**config.mk**
```make
export PLATFORM = sky130hd
export DESIGN_NAME = pcm_dsp_slave
export DESIGN_NICKNAME = d
export VERILOG_FILES = /design/src/rtl/pcm_dsp_slave_pkg.sv /design/src/rtl/pcm_edge_sync.sv /design/src/rtl/pcm_dsp_slave.sv
export SDC_FILE = /design/constraint.sdc
export NUM_CORES = 1
export LEC_CHECK = 0
export CAP_MARGIN = 20
export CELL_PAD_IN_SITES_DETAIL_PLACEMENT = 0
export CELL_PAD_IN_SITES_GLOBAL_PLACEMENT = 1
export CORE_UTILIZATION = 42
export DETAILED_ROUTE_END_ITERATION = 16
export GPL_ROUTABILITY_DRIVEN = 0
export PLACE_DENSITY = 0.86
export SLEW_MARGIN = 20
export SYNTH_ARGS = -nofsm -noshare
export SYNTH_HDL_FRONTEND = slang
export SYNTH_SLANG_ARGS = --single-unit
```
**constraint.sdc**
```tcl
create_clock -name clk -period 5.8 [get_ports clk]
set_clock_uncertainty 0.1 [all_clocks]
set_input_delay 1.16 -clock clk [delete_from_list [all_inputs] [get_ports clk]]
set_output_delay 1.16 -clock clk [all_outputs]
set_load 0.05 [all_outputs]
```
**src/rtl/pcm_dsp_slave_pkg.sv**
```systemverilog
// Shared definitions for the DSP-mode PCM slave: register addresses,
// FSM states, sample-width encoding and small sample helpers.
package pcm_dsp_slave_pkg;

    localparam logic [7:0]  ADDR_CONFIG   = 8'h00;
    localparam logic [7:0]  ADDR_STATUS   = 8'h04;
    localparam logic [7:0]  ADDR_ERR_CLR  = 8'h08;
    localparam logic [31:0] UNMAPPED_DATA = 32'hdeadbabe;

    typedef enum logic [2:0] {
        ST_IDLE = 3'd0,
        ST_SYNC = 3'd1,
        ST_LCH  = 3'd2,
        ST_RCH  = 3'd3,
        ST_WAIT = 3'd4
    } state_t;

    typedef enum logic [1:0] {
        BPS_16 = 2'b00,
        BPS_20 = 2'b01,
        BPS_24 = 2'b10,
        BPS_32 = 2'b11
    } bps_t;

    function automatic logic [5:0] bps_bits(input bps_t b);
        case (b)
            BPS_16:  return 6'd16;
            BPS_20:  return 6'd20;
            BPS_24:  return 6'd24;
            default: return 6'd32;
        endcase
    endfunction

    function automatic logic [31:0] sign_extend(input logic [31:0] v, input bps_t b);
        case (b)
            BPS_16:  return {{16{v[15]}}, v[15:0]};
            BPS_20:  return {{12{v[19]}}, v[19:0]};
            BPS_24:  return {{8{v[23]}}, v[23:0]};
            default: return v;
        endcase
    endfunction

endpackage

```
**src/rtl/pcm_edge_sync.sv**
```systemverilog
// Two-flop synchronizers for the serial pins; BCLK also gets an extra
// history flop so its rise/fall can be flagged as single-cycle pulses.
module pcm_edge_sync #(
    parameter int AUX_W = 2
) (
    input  logic             clk,
    input  logic             rst_n,
    input  logic             bclk,
    input  logic [AUX_W-1:0] aux,
    output logic [AUX_W-1:0] aux_sync,
    output logic             bclk_rise,
    output logic             bclk_fall
);

    logic [2:0] bclk_pipe;

    always_ff @(posedge clk or negedge rst_n) begin
        if (!rst_n) bclk_pipe <= '0;
        else        bclk_pipe <= {bclk_pipe[1:0], bclk};
    end

    assign bclk_rise =  bclk_pipe[1] & ~bclk_pipe[2];
    assign bclk_fall = ~bclk_pipe[1] &  bclk_pipe[2];

    genvar gi;
    for (gi = 0; gi < AUX_W; gi++) begin : g_aux
        logic [1:0] pipe;
        always_ff @(posedge clk or negedge rst_n) begin
            if (!rst_n) pipe <= '0;
            else        pipe <= {pipe[0], aux[gi]};
        end
        assign aux_sync[gi] = pipe[1];
    end

endmodule

```
**src/rtl/pcm_dsp_slave.sv**
```systemverilog
// DSP-mode PCM slave: receives and transmits one left/right sample pair per
// LRCK frame pulse, with a small local-bus register file for control/status.
module pcm_dsp_slave
    import pcm_dsp_slave_pkg::*;
#(
    parameter int LB_DATA_W  = 32,
    parameter int LB_ADDR_W  = 8,
    parameter int ERR_CNTR_W = 8
) (
    input  logic                 clk,
    input  logic                 rst_n,
    input  logic                 lb_wr_en,
    input  logic                 lb_rd_en,
    input  logic [LB_ADDR_W-1:0] lb_addr,
    input  logic [LB_DATA_W-1:0] lb_wr_data,
    output logic                 lb_wr_valid,
    output logic                 lb_rd_valid,
    output logic [LB_DATA_W-1:0] lb_rd_data,
    input  logic                 PCM_BCLK,
    input  logic                 PCM_LRCK,
    input  logic                 PCM_DIN,
    output logic                 PCM_DOUT,
    output logic                 rx_pcm_valid,
    output logic [31:0]          rx_lpcm_data,
    output logic [31:0]          rx_rpcm_data,
    output logic                 tx_pcm_nxt,
    input  logic [31:0]          tx_lpcm_data,
    input  logic [31:0]          tx_rpcm_data
);

    logic       bclk_rise, bclk_fall, lrck, din;
    logic [1:0] aux_sync;

    pcm_edge_sync #(.AUX_W(2)) u_sync (
        .clk       (clk),
        .rst_n     (rst_n),
        .bclk      (PCM_BCLK),
        .aux       ({PCM_LRCK, PCM_DIN}),
        .aux_sync  (aux_sync),
        .bclk_rise (bclk_rise),
        .bclk_fall (bclk_fall)
    );

    assign lrck = aux_sync[1];
    assign din  = aux_sync[0];

    logic                  en_reg;
    bps_t                  bps_cfg_reg, bps_frame_reg;
    logic [ERR_CNTR_W-1:0] err_cnt_reg;
    state_t                state_reg, state_next;
    logic [5:0]            bit_cnt_reg, n_bits;
    logic [4:0]            tx_idx;
    logic [31:0]           rx_shift_reg, rx_word, rx_left_reg, tx_left_reg, tx_right_reg;
    logic                  frame_start, short_err, sample_bit, last_left, last_right, bit_last;
    logic                  wr_config, wr_err_clr;
    logic [LB_DATA_W-1:0]  rd_word;

    // Frame length comes from the width latched at frame start, never the live config.
    assign n_bits   = bps_bits(bps_frame_reg);
    assign bit_last = (bit_cnt_reg == n_bits - 6'd1);
    assign tx_idx   = 5'(n_bits - 6'd1 - bit_cnt_reg);
    assign rx_word  = {rx_shift_reg[30:0], din};

    assign wr_config  = lb_wr_en && (lb_addr == LB_ADDR_W'(ADDR_CONFIG));
    assign wr_err_clr = lb_wr_en && (lb_addr == LB_ADDR_W'(ADDR_ERR_CLR));

    always_comb begin
        rd_word = '0;
        if (lb_addr == LB_ADDR_W'(ADDR_CONFIG)) begin
            rd_word[0]   = en_reg;
            rd_word[2:1] = bps_cfg_reg;
        end else if (lb_addr == LB_ADDR_W'(ADDR_STATUS)) begin
            rd_word[2:0]              = state_reg;
            rd_word[8 +: ERR_CNTR_W]  = err_cnt_reg;
        end else if (lb_addr != LB_ADDR_W'(ADDR_ERR_CLR)) begin
            rd_word = LB_DATA_W'(UNMAPPED_DATA);
        end
    end

    always_ff @(posedge clk or negedge rst_n) begin
        if (!rst_n) begin
            lb_wr_valid <= 1'b0;
            lb_rd_valid <= 1'b0;
            lb_rd_data  <= '0;
            en_reg      <= 1'b0;
            bps_cfg_reg <= BPS_16;
            err_cnt_reg <= '0;
        end else begin
            lb_wr_valid <= lb_wr_en;
            lb_rd_valid <= lb_rd_en;
            if (lb_rd_en) lb_rd_data <= rd_word;
            if (wr_config) begin
                en_reg      <= lb_wr_data[0];
                bps_cfg_reg <= bps_t'(lb_wr_data[2:1]);
            end
            // A clear wins over a simultaneous error increment.
            if (wr_err_clr)
                err_cnt_reg <= '0;
            else if (short_err && !(&err_cnt_reg))
                err_cnt_reg <= err_cnt_reg + ERR_CNTR_W'(1);
        end
    end

    always_ff @(posedge clk or negedge rst_n) begin
        if (!rst_n) state_reg <= ST_IDLE;
        else        state_reg <= state_next;
    end

    always_comb begin
        state_next  = state_reg;
        frame_start = 1'b0;
        short_err   = 1'b0;
        sample_bit  = 1'b0;
        last_left   = 1'b0;
        last_right  = 1'b0;
        if (!en_reg) begin
            state_next = ST_IDLE;
        end else begin
            case (state_reg)
                ST_IDLE: state_next = ST_SYNC;
                ST_SYNC, ST_WAIT: begin
                    if (bclk_rise && lrck) begin
                        frame_start = 1'b1;
                        state_next  = ST_LCH;
                    end
                end
                ST_LCH, ST_RCH: begin
                    if (bclk_rise && lrck) begin
                        // Early frame pulse: drop the partial frame and restart here.
                        short_err   = 1'b1;
                        frame_start = 1'b1;
                        state_next  = ST_LCH;
                    end else if (bclk_rise) begin
                        sample_bit = 1'b1;
                        if (bit_last) begin
                            if (state_reg == ST_LCH) begin
                                last_left  = 1'b1;
                                state_next = ST_RCH;
                            end else begin
                                last_right = 1'b1;
                                state_next = ST_WAIT;
                            end
                        end
                    end
                end
                default: state_next = ST_IDLE;
            endcase
        end
    end

    always_ff @(posedge clk or negedge rst_n) begin
        if (!rst_n) begin
            tx_pcm_nxt    <= 1'b0;
            rx_pcm_valid  <= 1'b0;
            bps_frame_reg <= BPS_16;
            tx_left_reg   <= '0;
            tx_right_reg  <= '0;
            bit_cnt_reg   <= '0;
            rx_shift_reg  <= '0;
            rx_left_reg   <= '0;
            rx_lpcm_data  <= '0;
            rx_rpcm_data  <= '0;
            PCM_DOUT      <= 1'b0;
        end else begin
            tx_pcm_nxt   <= frame_start;
            rx_pcm_valid <= last_right;
            if (frame_start) begin
                bps_frame_reg <= bps_cfg_reg;
                tx_left_reg   <= tx_lpcm_data;
                tx_right_reg  <= tx_rpcm_data;
                bit_cnt_reg   <= '0;
            end else if (sample_bit) begin
                rx_shift_reg <= rx_word;
                bit_cnt_reg  <= bit_last ? 6'd0 : bit_cnt_reg + 6'd1;
            end
            if (last_left) rx_left_reg <= rx_word;
            if (last_right) begin
                rx_lpcm_data <= sign_extend(rx_left_reg, bps_frame_reg);
                rx_rpcm_data <= sign_extend(rx_word, bps_frame_reg);
            end
            if (state_next != ST_LCH && state_next != ST_RCH)
                PCM_DOUT <= 1'b0;
            else if (bclk_fall)
                PCM_DOUT <= (state_reg == ST_LCH) ? tx_left_reg[tx_idx] : tx_right_reg[tx_idx];
        end
    end

endmodule

```
==> flow_summary.toml <==
[status]
outcome = "completed"

[cells_and_area]
final_nets = 1292
final_layout_size_suffix_gt1_share_pct = 9.36
nFillCells = 2174
n_antenna_cell = 0
area_growth_pct = 26.4

[synthesis]
synth_edf_count = 0
ys.flop_type = "dfrtp_1"
synth_top_area_cell = "dfrtp_1"
syn_avg_cell_area_um2 = 9.95
synthTopCellsByArea = "dfrtp_1 58%, nand2_1 16%, mux2_2 3.7%, mux4_2 3.3%, o21ai_0 2.3%"
synth_warnings = 0
synth_common_cells = "427 x nand2_1, 237 x dfrtp_1, 47 x o21ai_0, 36 x a21oi_1, 35 x clkbuf_1"
synth_area_um2 = 10300
yosys.cell_types.count = 60
yosysSeqAreaShare_pct = 57.8
yosysTopAreaCellShare_pct = 57.8
synthCells = 1031
async_flop_share_pct = 100
synth.most_common_cell = "nand2_1"
ys_ff_latch = 237

[clocking]
htree_levels = 1
root_buffer = "clkbuf_16"
cts_hold_buf = 0
cts_made_buffers = 25
clk_path_buf_depth = 3
cts_tree = "done"
cts.sinks = 237
clk_pin_slew_ps = 60
clock_latency_ps = 520
post_cts_buffers = 0
cts-resized-gates = 0

[sta]
timing.final.crit_share_pct = 59.8
period_needed_ps = 3470
hold_viol_final = 0
rsz0062_at_grt = "no"
setup-tns-final_ps = 0
finalMaxSlewViolations = 0
max_slew.worst_pin.slew_ps = 994
fmax_mhz = 289
slew_headroom_pct = 33.8
finalWorstSetupSlack_ps = 2330
finalSetupViolations = 0

[floorplanning]
start_util_pct = 43.3
pin_count = 212
dieArea_um2 = 25100
row_count = 56
die_height_um = 158
die_x_um = 158
core_um2 = 23700

[route]
wl_per_cell_um = 14.3
antenna_left = 0
wl_um = 21600
drtPass1Iterations = 4
drc = 0
post_drt_via_cell_ratio = 4.84
via_count = 7287
drtIter0Drc = 328

[grt]
grt_max_degree = 106
grt_use_total_pct = 17.7
grt-ovfl-total = 0
antenna_found_initial = 0
grt_pass1_vias = 7017
grt_pass1_wl_um = 35600

[pwr]
swShare_pct = 20.7
p_int_mw = 2.74
power.share.clock_pct = 47.2
p_comb_share_pct = 4.2
leakage_nw = 5.92
powerDensity_nw_per_um2 = 267
vdd_drop_max_mv = 0.163
seqPwrFrac_pct = 48.6
switchingPower_uw = 715

[worst_setup_path]
crit_path_start_kind = "flop"
critPathLaunch = "bps_frame_reg[1]"
r2r_slack_ps = 2330
critPathMaxFanout = 96
reg2reg_depth = 8
cp.required_ps = 6100
end_kind = "flop"
critPathKind = "reg2reg"
crit_end = "rx_rpcm_data[15]"
r2r_end = "rx_rpcm_data[15]"
crit_arrival_ps = 3770
rr_startpoint = "bps_frame_reg[1]"

[place]
pre_cts_ws_ps = 2290
hpwl_um = 14100
numPortBuffers = 176

[worst_hold_path]
hp-class = "reg2reg"

[run]
cap_violations = 0
[placed cells by master, fill, tap and decap left out, drive strengths merged, types with 4 or more instances in the layout]
master         count
o22ai              4
nor3               6
dfrtp            237
mux4              15
or3                4
xor2               7
nand2            427
nor2b              6
a21o               4
clkinv             4
buf                9
o21ai             48
inv               13
nor2              26
and3               7
a31oi              8
xnor2              5
clkbuf            36
a21oi             36
conb               6
ha                11
clkdlybuf4s50    175
nand3              9
mux2              42
[worst min path at each step]
stage                                  from                 endpoint  slack [ps]  depth (start not counted)
floorplan               u_sync.bclk_pipe[0]      u_sync.bclk_pipe[1]         230                          0
global placement        u_sync.bclk_pipe[0]      u_sync.bclk_pipe[1]         230                          0
detailed placement      u_sync.bclk_pipe[0]      u_sync.bclk_pipe[1]         240                          0
CTS                 u_sync.g_aux[1].pipe[0]  u_sync.g_aux[1].pipe[1]         250                          0
global route            u_sync.bclk_pipe[0]      u_sync.bclk_pipe[1]         260                          0
finish                  u_sync.bclk_pipe[0]      u_sync.bclk_pipe[1]         250                          0
[worst max-delay path: stages (launching register included)]
cell and delay [ps]:
dfrtp_1 410, inv_1 150, ha_1 170, inv_1 60, ha_1 600, and3_1 340, and3_1 230, nand3_4 660
mux2_2 570
[layout make-up]
type | count | area [µm²] | area share (%)
repair buffers | 184 | 1830 | 14.1
clock buffers | 36 | 737 | 5.68
multi-input cells | 709 | 3910 | 30.2
clock inverters | 7 | 114 | 0.878
well taps | 319 | 399 | 3.08
inverters | 13 | 50.0 | 0.386
flip-flops and latches | 237 | 5930 | 45.7
[kinds of logic (layout without fill, tap and decap cells)]
kind of cell / count (synthesis) / after routing / share of synthesized area [%]
fa+ha+maj: 11 / 11 / 1.34
xor+xnor: 13 / 13 / 1.32
flops: 237 / 237 / 57.8
buf+inv: 90 / 240 / 4.52
simple gates: 501 / 501 / 20.0
compound gates: 118 / 118 / 6.74
other cells: 1 / 6 / 0.0365
mux: 60 / 60 / 8.19
[through the flow]
step	utilization (%)	hold WS (ps)	power (mW)	std cells	area [µm²]
finish	54.8	252	3.46	1505	13000
global route	54.8	265	3.59	1505	13000
CTS	54.7	252	3.51	1505	13000
detailed placement	51.2	236	1.86	1462	12100
global placement	51.2	233	1.86	1462	12100
floorplan	-	231	1.76	1036	10300
[routing by layer]
| layer | GRT usage [%] | part of all wire [%] |
|---|---|---|
| met2 | 28.3 | 47 |
| met3 | 2.69 | 3.9 |
| met5 | 0 | 0 |
| met1 | 25.4 | 48 |
| met4 | 4.30 | 1.8 |
[power groups by stage]
stage / Clock, mW / Sequential, mW / Combinational [mW]
finish: 1.63 / 1.68 / 0.144
global route: 1.75 / 1.68 / 0.160
CTS: 1.68 / 1.68 / 0.147
detailed placement: 0 / 1.71 / 0.147
global placement: 0 / 1.71 / 0.146
floorplan: 0 / 1.71 / 0.0459
No activity file was read; power rests on OpenSTA's default activity.
